--- src/rtl/rf_wb_pkg.sv ---
// Shared types and default widths for the register-file writeback arbiter slice.
package rf_wb_pkg;

  localparam int RF_DATA_W = 32;
  localparam int RF_ADDR_W = 5;
  localparam int STARVE_CNT_W = 4;

  typedef enum logic {
    PRIO_A  = 1'b0,
    FORCE_B = 1'b1
  } arb_state_e;

  typedef enum logic {
    REQ_A = 1'b0,
    REQ_B = 1'b1
  } req_id_e;

endpackage

--- src/rtl/rf_wb_arbiter_scoreboard.sv ---
// Pending-destination bits for B-bound ops, with two combinational source lookups.
module rf_wb_scoreboard
  import rf_wb_pkg::*;
#(
  parameter int ADDR_W = RF_ADDR_W
) (
  input  logic              clk_i,
  input  logic              rst_i,
  input  logic              set_valid_i,
  input  logic [ADDR_W-1:0] set_addr_i,
  input  logic              clr_valid_i,
  input  logic [ADDR_W-1:0] clr_addr_i,
  input  logic [ADDR_W-1:0] rs_addr_i,
  input  logic [ADDR_W-1:0] rt_addr_i,
  output logic              rs_busy_o,
  output logic              rt_busy_o
);

  localparam int NREG = 2 ** ADDR_W;

  logic [NREG-1:0] pend_q, pend_d;

  // Clear is applied first so a same-cycle set of the same address wins.
  always_comb begin
    pend_d = pend_q;
    if (clr_valid_i) pend_d[clr_addr_i] = 1'b0;
    if (set_valid_i && (set_addr_i != '0)) pend_d[set_addr_i] = 1'b1;
  end

  always_ff @(posedge clk_i or posedge rst_i) begin
    if (rst_i) pend_q <= '0;
    else       pend_q <= pend_d;
  end

  assign rs_busy_o = pend_q[rs_addr_i];
  assign rt_busy_o = pend_q[rt_addr_i];

endmodule

--- src/rtl/rf_wb_arbiter.sv ---
// Two-writer arbiter for the register-file write port: A has priority, B is forced
// through after STARVE_MAX denied cycles. Define RF_WB_SCOREBOARD_EN for pending-dest tracking.
module rf_wb_arbiter
  import rf_wb_pkg::*;
#(
  parameter int DATA_W     = RF_DATA_W,
  parameter int ADDR_W     = RF_ADDR_W,
  parameter int STARVE_MAX = 3
) (
  input  logic              clk_i,
  input  logic              rst_i,
  input  logic              a_valid_i,
  input  logic [ADDR_W-1:0] a_addr_i,
  input  logic [DATA_W-1:0] a_data_i,
  output logic              a_ready_o,
  input  logic              b_valid_i,
  input  logic [ADDR_W-1:0] b_addr_i,
  input  logic [DATA_W-1:0] b_data_i,
  output logic              b_ready_o,
  output logic              rf_we_o,
  output logic [ADDR_W-1:0] rf_addr_o,
  output logic [DATA_W-1:0] rf_data_o,
  input  logic              iss_valid_i,
  input  logic [ADDR_W-1:0] iss_addr_i,
  input  logic [ADDR_W-1:0] rs_addr_i,
  input  logic [ADDR_W-1:0] rt_addr_i,
  output logic              rs_busy_o,
  output logic              rt_busy_o
);

  arb_state_e                state_q, state_d;
  logic [STARVE_CNT_W-1:0]   cnt_q, cnt_d;
  logic                      a_ready, b_ready, a_hs, b_hs, hs;
  req_id_e                   grant;
  logic [ADDR_W-1:0]         wr_addr;
  logic [DATA_W-1:0]         wr_data;
  logic                      rf_we_q;
  logic [ADDR_W-1:0]         rf_addr_q;
  logic [DATA_W-1:0]         rf_data_q;

  always_comb begin
    state_d = state_q;
    cnt_d   = cnt_q;
    a_ready = 1'b0;
    b_ready = 1'b0;
    unique case (state_q)
      PRIO_A: begin
        a_ready = a_valid_i;
        b_ready = b_valid_i & ~a_valid_i;
        if (!b_valid_i || b_ready) begin
          cnt_d = '0;
        end else begin
          cnt_d = cnt_q + 1'b1;
          if (cnt_d >= STARVE_CNT_W'(STARVE_MAX)) state_d = FORCE_B;
        end
      end
      FORCE_B: begin
        b_ready = b_valid_i;
        // Leaves after one cycle whether B was granted or has dropped its request.
        cnt_d   = '0;
        state_d = PRIO_A;
      end
      default: state_d = PRIO_A;
    endcase
    if (rst_i) begin
      a_ready = 1'b0;
      b_ready = 1'b0;
    end
  end

  always_ff @(posedge clk_i or posedge rst_i) begin
    if (rst_i) begin
      state_q <= PRIO_A;
      cnt_q   <= '0;
    end else begin
      state_q <= state_d;
      cnt_q   <= cnt_d;
    end
  end

  assign a_ready_o = a_ready;
  assign b_ready_o = b_ready;
  assign a_hs      = a_valid_i & a_ready;
  assign b_hs      = b_valid_i & b_ready;
  assign hs        = a_hs | b_hs;
  assign grant     = b_hs ? REQ_B : REQ_A;
  assign wr_addr   = (grant == REQ_B) ? b_addr_i : a_addr_i;
  assign wr_data   = (grant == REQ_B) ? b_data_i : a_data_i;

  // Register $0 is hardwired: the handshake completes but no write is issued.
  always_ff @(posedge clk_i or posedge rst_i) begin
    if (rst_i) begin
      rf_we_q   <= 1'b0;
      rf_addr_q <= '0;
      rf_data_q <= '0;
    end else begin
      rf_we_q <= hs && (wr_addr != '0);
      if (hs) begin
        rf_addr_q <= wr_addr;
        rf_data_q <= wr_data;
      end
    end
  end

  assign rf_we_o   = rf_we_q;
  assign rf_addr_o = rf_addr_q;
  assign rf_data_o = rf_data_q;

`ifdef RF_WB_SCOREBOARD_EN
  rf_wb_scoreboard #(
    .ADDR_W (ADDR_W)
  ) u_scoreboard (
    .clk_i       (clk_i),
    .rst_i       (rst_i),
    .set_valid_i (iss_valid_i),
    .set_addr_i  (iss_addr_i),
    .clr_valid_i (b_hs),
    .clr_addr_i  (b_addr_i),
    .rs_addr_i   (rs_addr_i),
    .rt_addr_i   (rt_addr_i),
    .rs_busy_o   (rs_busy_o),
    .rt_busy_o   (rt_busy_o)
  );
`else
  logic unused_iss;
  assign unused_iss = ^{iss_valid_i, iss_addr_i, rs_addr_i, rt_addr_i};
  assign rs_busy_o  = 1'b0;
  assign rt_busy_o  = 1'b0;
`endif

endmodule

--- config.mk ---
export PLATFORM = sky130hd
export DESIGN_NAME = rf_wb_arbiter
export DESIGN_NICKNAME = d
export VERILOG_FILES = /design/src/rtl/rf_wb_pkg.sv /design/src/rtl/rf_wb_arbiter_scoreboard.sv /design/src/rtl/rf_wb_arbiter.sv
export SDC_FILE = /design/constraint.sdc
export NUM_CORES = 1
export LEC_CHECK = 0
export BUFFER_PORTS_ARGS = -buffer_cell sky130_fd_sc_hd__buf_2
export CAP_MARGIN = 20
export CORE_MARGIN = 8
export CORE_UTILIZATION = 39
export CTS_CLUSTER_DIAMETER = 150
export DETAILED_ROUTE_END_ITERATION = 10
export PLACE_DENSITY = 0.73
export SLEW_MARGIN = 20
export SYNTH_ARGS = -nofsm -noshare
export SYNTH_HDL_FRONTEND = slang
export SYNTH_SLANG_ARGS = --single-unit
--- constraint.sdc ---
create_clock -name clk_i -period 4.9 [get_ports clk_i]
set_input_delay 0 -clock clk_i [delete_from_list [all_inputs] [get_ports clk_i]]
set_output_delay 0 -clock clk_i [all_outputs]
set_load 0.05 [all_outputs]
==> results.toml <==
[critical_path]
path_buf_inv = 5
crit_path_top_delay_cell = "inv_2"
crit_family = "buffers and inverters"
slowest_delay_ps = 670
critical_path_class = "input port to register"
worstPathMaxFanout = 45
crit_required_ps = 5050
ff2ff_setup_slack_ps = 2490
r2r-end = "rf_data_o[28]"
cpMostUsedCell = "dlygate4sd3_1"
timing.rr.start = "state_q"
crit_path_cell_trace = "dlygate4sd3_1 -> buf_2 -> inv_2 -> nand3_2 -> buf_4 -> mux2i_1 -> dlygate4sd3_1 -> o21ai_0"
cp-end-kind = "register"
arrival_ps = 3320
startpoint_type = "input port"
worst-r2r-cell-count = 6

[cells_and_area]
final_util_pct = 62.7
drive_gt1_share_pct = 36.4
final_area_mm2 = 0.00320
area_delta_synth_final_pct = 54.5
fillerInstances = 433
fin_nets = 453
diodes = 0

[global_routing]
antenna_found_initial = 0
grt_max_degree = 53
grt-ovfl-total = 0
grt_usage_pct = 15.9
grt_pass1_wl_mm = 9.83
grt_pass1_vias = 2132

[place]
place_area_mm2 = 0.00266
io_buffers = 117
pre_cts_ws_ps = 2360
place_congestion = 0.756
hpwl_mm = 4.10

[timing]
fmax_ghz = 0.316
hold_viol_final = 0
finalCriticalPeriod_ps = 3160
skew_ps = 3.43
setup_viol = 0
slew_headroom_pct = 37.7
rsz0062_at_grt = "false"
drv_slew = 0
fin_setup_tns_ps = 0
worst_slack_ps = 1740
finalCritPeriodShare_pct = 64.6
tightest_slew_ps = 933

[floorplanning]
rows = 26
pin_count = 136
start_util_pct = 40.6
die_w_um = 88.9
dieArea_mm2 = 0.00790
die_y_um = 88.9
coreArea_mm2 = 0.00511

[power]
swShare_pct = 37.8
powerDensity_mw_per_mm2 = 310
p_clk_share_pct = 22.4
pwr-share-comb_pct = 35.6
max-vdd-ir-drop_uv = 160
seqPwrFrac_pct = 42.0
p_switching_uw = 375
p_leak_uw = 0.00181
p_int_uw = 618

[flow_run]
cap_viol_max_count = 0

[worst_hold_path]
min_path_type = "input port to register"
hp-start = "b_data_i[19]"
holdPathEnd = "rf_data_o[19]"
worstHoldPathCells = 3

[detailed_routing]
dr_total_vias = 1978
wl_per_cell_um = 14.6
route.antenna.remaining_nets = 0
route.detailed.drc = 0
first_pass_iters = 4
avgViaCountPerCell = 4.63
dr.first_iter.drc_count = 35
wl_mm = 6.22

[clock_tree]
h-tree-depth = 2
cts-root-buf = "clkbuf_8"
clk_latency_ps = 290
ctsHoldBuffers = 46
clockBufferDepth = 2
postCtsResizedCells = 0
cts_buffers = 5
postCtsSetupBuffers = 0
clkTransAtPathRegs_ps = 70
cts.sinks = 43
cts_tree = "built"

[yosys]
ys_ff_latch = 43
avgSynthCellArea_um2 = 10.5
yosysSeqAreaShare_pct = 51.9
synth_area_mm2 = 0.00207
yosysWarnings = 0
ys_types = 24
synthCells = 198

[run_status]
status = "completed"
[tightest hold or removal path, stage by stage]
cell     delay [ps]
buf_2            80
mux2i_1          60
o21ai_1         110
[cells in the mapped netlist, drive strengths merged]
library cell,count,area share [%]
clkbuf,2,0.36
nand2b,1,0.30
xnor2,2,0.85
or4,1,0.36
nand3,2,0.72
dfrtp,43,52
nor3,4,0.97
a311oi,1,0.72
inv,3,0.54
xor2,1,0.42
nor4,1,0.30
conb,1,0.18
o21ai,38,9.4
nand2,40,7.2
mux2i,37,18
ha,2,1.2
nor2,6,1.1
buf,12,5.3
nor2b,1,0.30
[layout make-up]
cell class / instances / area [um2] / share of cell area, %
clock inverters: 1 / 5.00 / 0.156
multi-input cells: 139 / 880 / 27.5
flip-flops and latches: 43 / 1080 / 33.6
well taps: 70 / 87.6 / 2.73
inverters: 3 / 11.3 / 0.352
repair buffers: 165 / 1060 / 33.1
clock buffers: 6 / 82.6 / 2.58
[registers in the layout, summed over array words and instances (netlist names)]
name and flops:
rf_we_o 1, rf_data_o 32, state_q 1, rf_addr_o 5, cnt_q 4
[metrics by stage]
step	hold WS (ps)	total power, uW	cells
floorplan	176	655	199
global placement	273	739	374
detailed placement	278	744	374
CTS	0.0564	1000	427
global route	5.96	1050	427
finish	4.33	992	427
[cell usage in the layout (no fill, tap or decap), types with 2 or more instances in the layout]
| cell | instances |
|---|---|
| buf_2 | 117 |
| dlygate4sd3_1 | 46 |
| conb_1 | 2 |
| nor2_1 | 6 |
| nand2_1 | 40 |
| dfrtp_1 | 43 |
| inv_1 | 2 |
| mux2i_1 | 37 |
| buf_4 | 2 |
| ha_1 | 2 |
| clkbuf_8 | 6 |
| o21ai_0 | 8 |
| xnor2_1 | 2 |
| o21ai_1 | 29 |
| nor3_1 | 4 |
[per-layer routing]
metal | track usage [%] | vias up | share of wire (%) | wire length [um]
li1 | - | 987 | - | -
met1 | 17.1 | 892 | 39 | 2420
met2 | 27.6 | 89 | 47 | 2950
met3 | 6.62 | 10 | 12 | 750
met4 | 4.92 | 0 | 1.5 | 95
met5 | 0 | - | 0 | 0
[kinds of logic after synthesis]
| group | synth area share (%) |
|---|---|
| xor gates and xnor gates | 1.27 |
| muxes | 17.9 |
| and+or+nand+nor | 11.3 |
| other | 0.181 |
| adders and majority gates | 1.21 |
| buffers and inverters | 6.22 |
| DFF | 51.9 |
| AOI/OAI and AO/OA | 10.1 |
[power by group through the flow]
stage / clock network [uW] / registers [uW] / logic, uW
5_1_grt: 247 / 423 / 378
2_1_floorplan: 0 / 571 / 84.0
3_5_place_dp: 0 / 423 / 321
4_1_cts: 233 / 417 / 353
6_report: 222 / 417 / 353
3_3_place_gp: 0 / 421 / 318
[worst max path at each step]
stage / from / endpoint / slack, ps / depth (start not counted)
2_1_floorplan: rst_i / rf_we_o / 3010 / 5
3_3_place_gp: rst_i / rf_we_o / 2370 / 6
3_5_place_dp: rst_i / rf_we_o / 2360 / 6
4_1_cts: rst_i / rf_data_o[21] / 1690 / 8
5_1_grt: rst_i / rf_data_o[28] / 1330 / 8
6_report: rst_i / rf_data_o[28] / 1740 / 8
No activity file was read; power rests on OpenSTA's default activity.
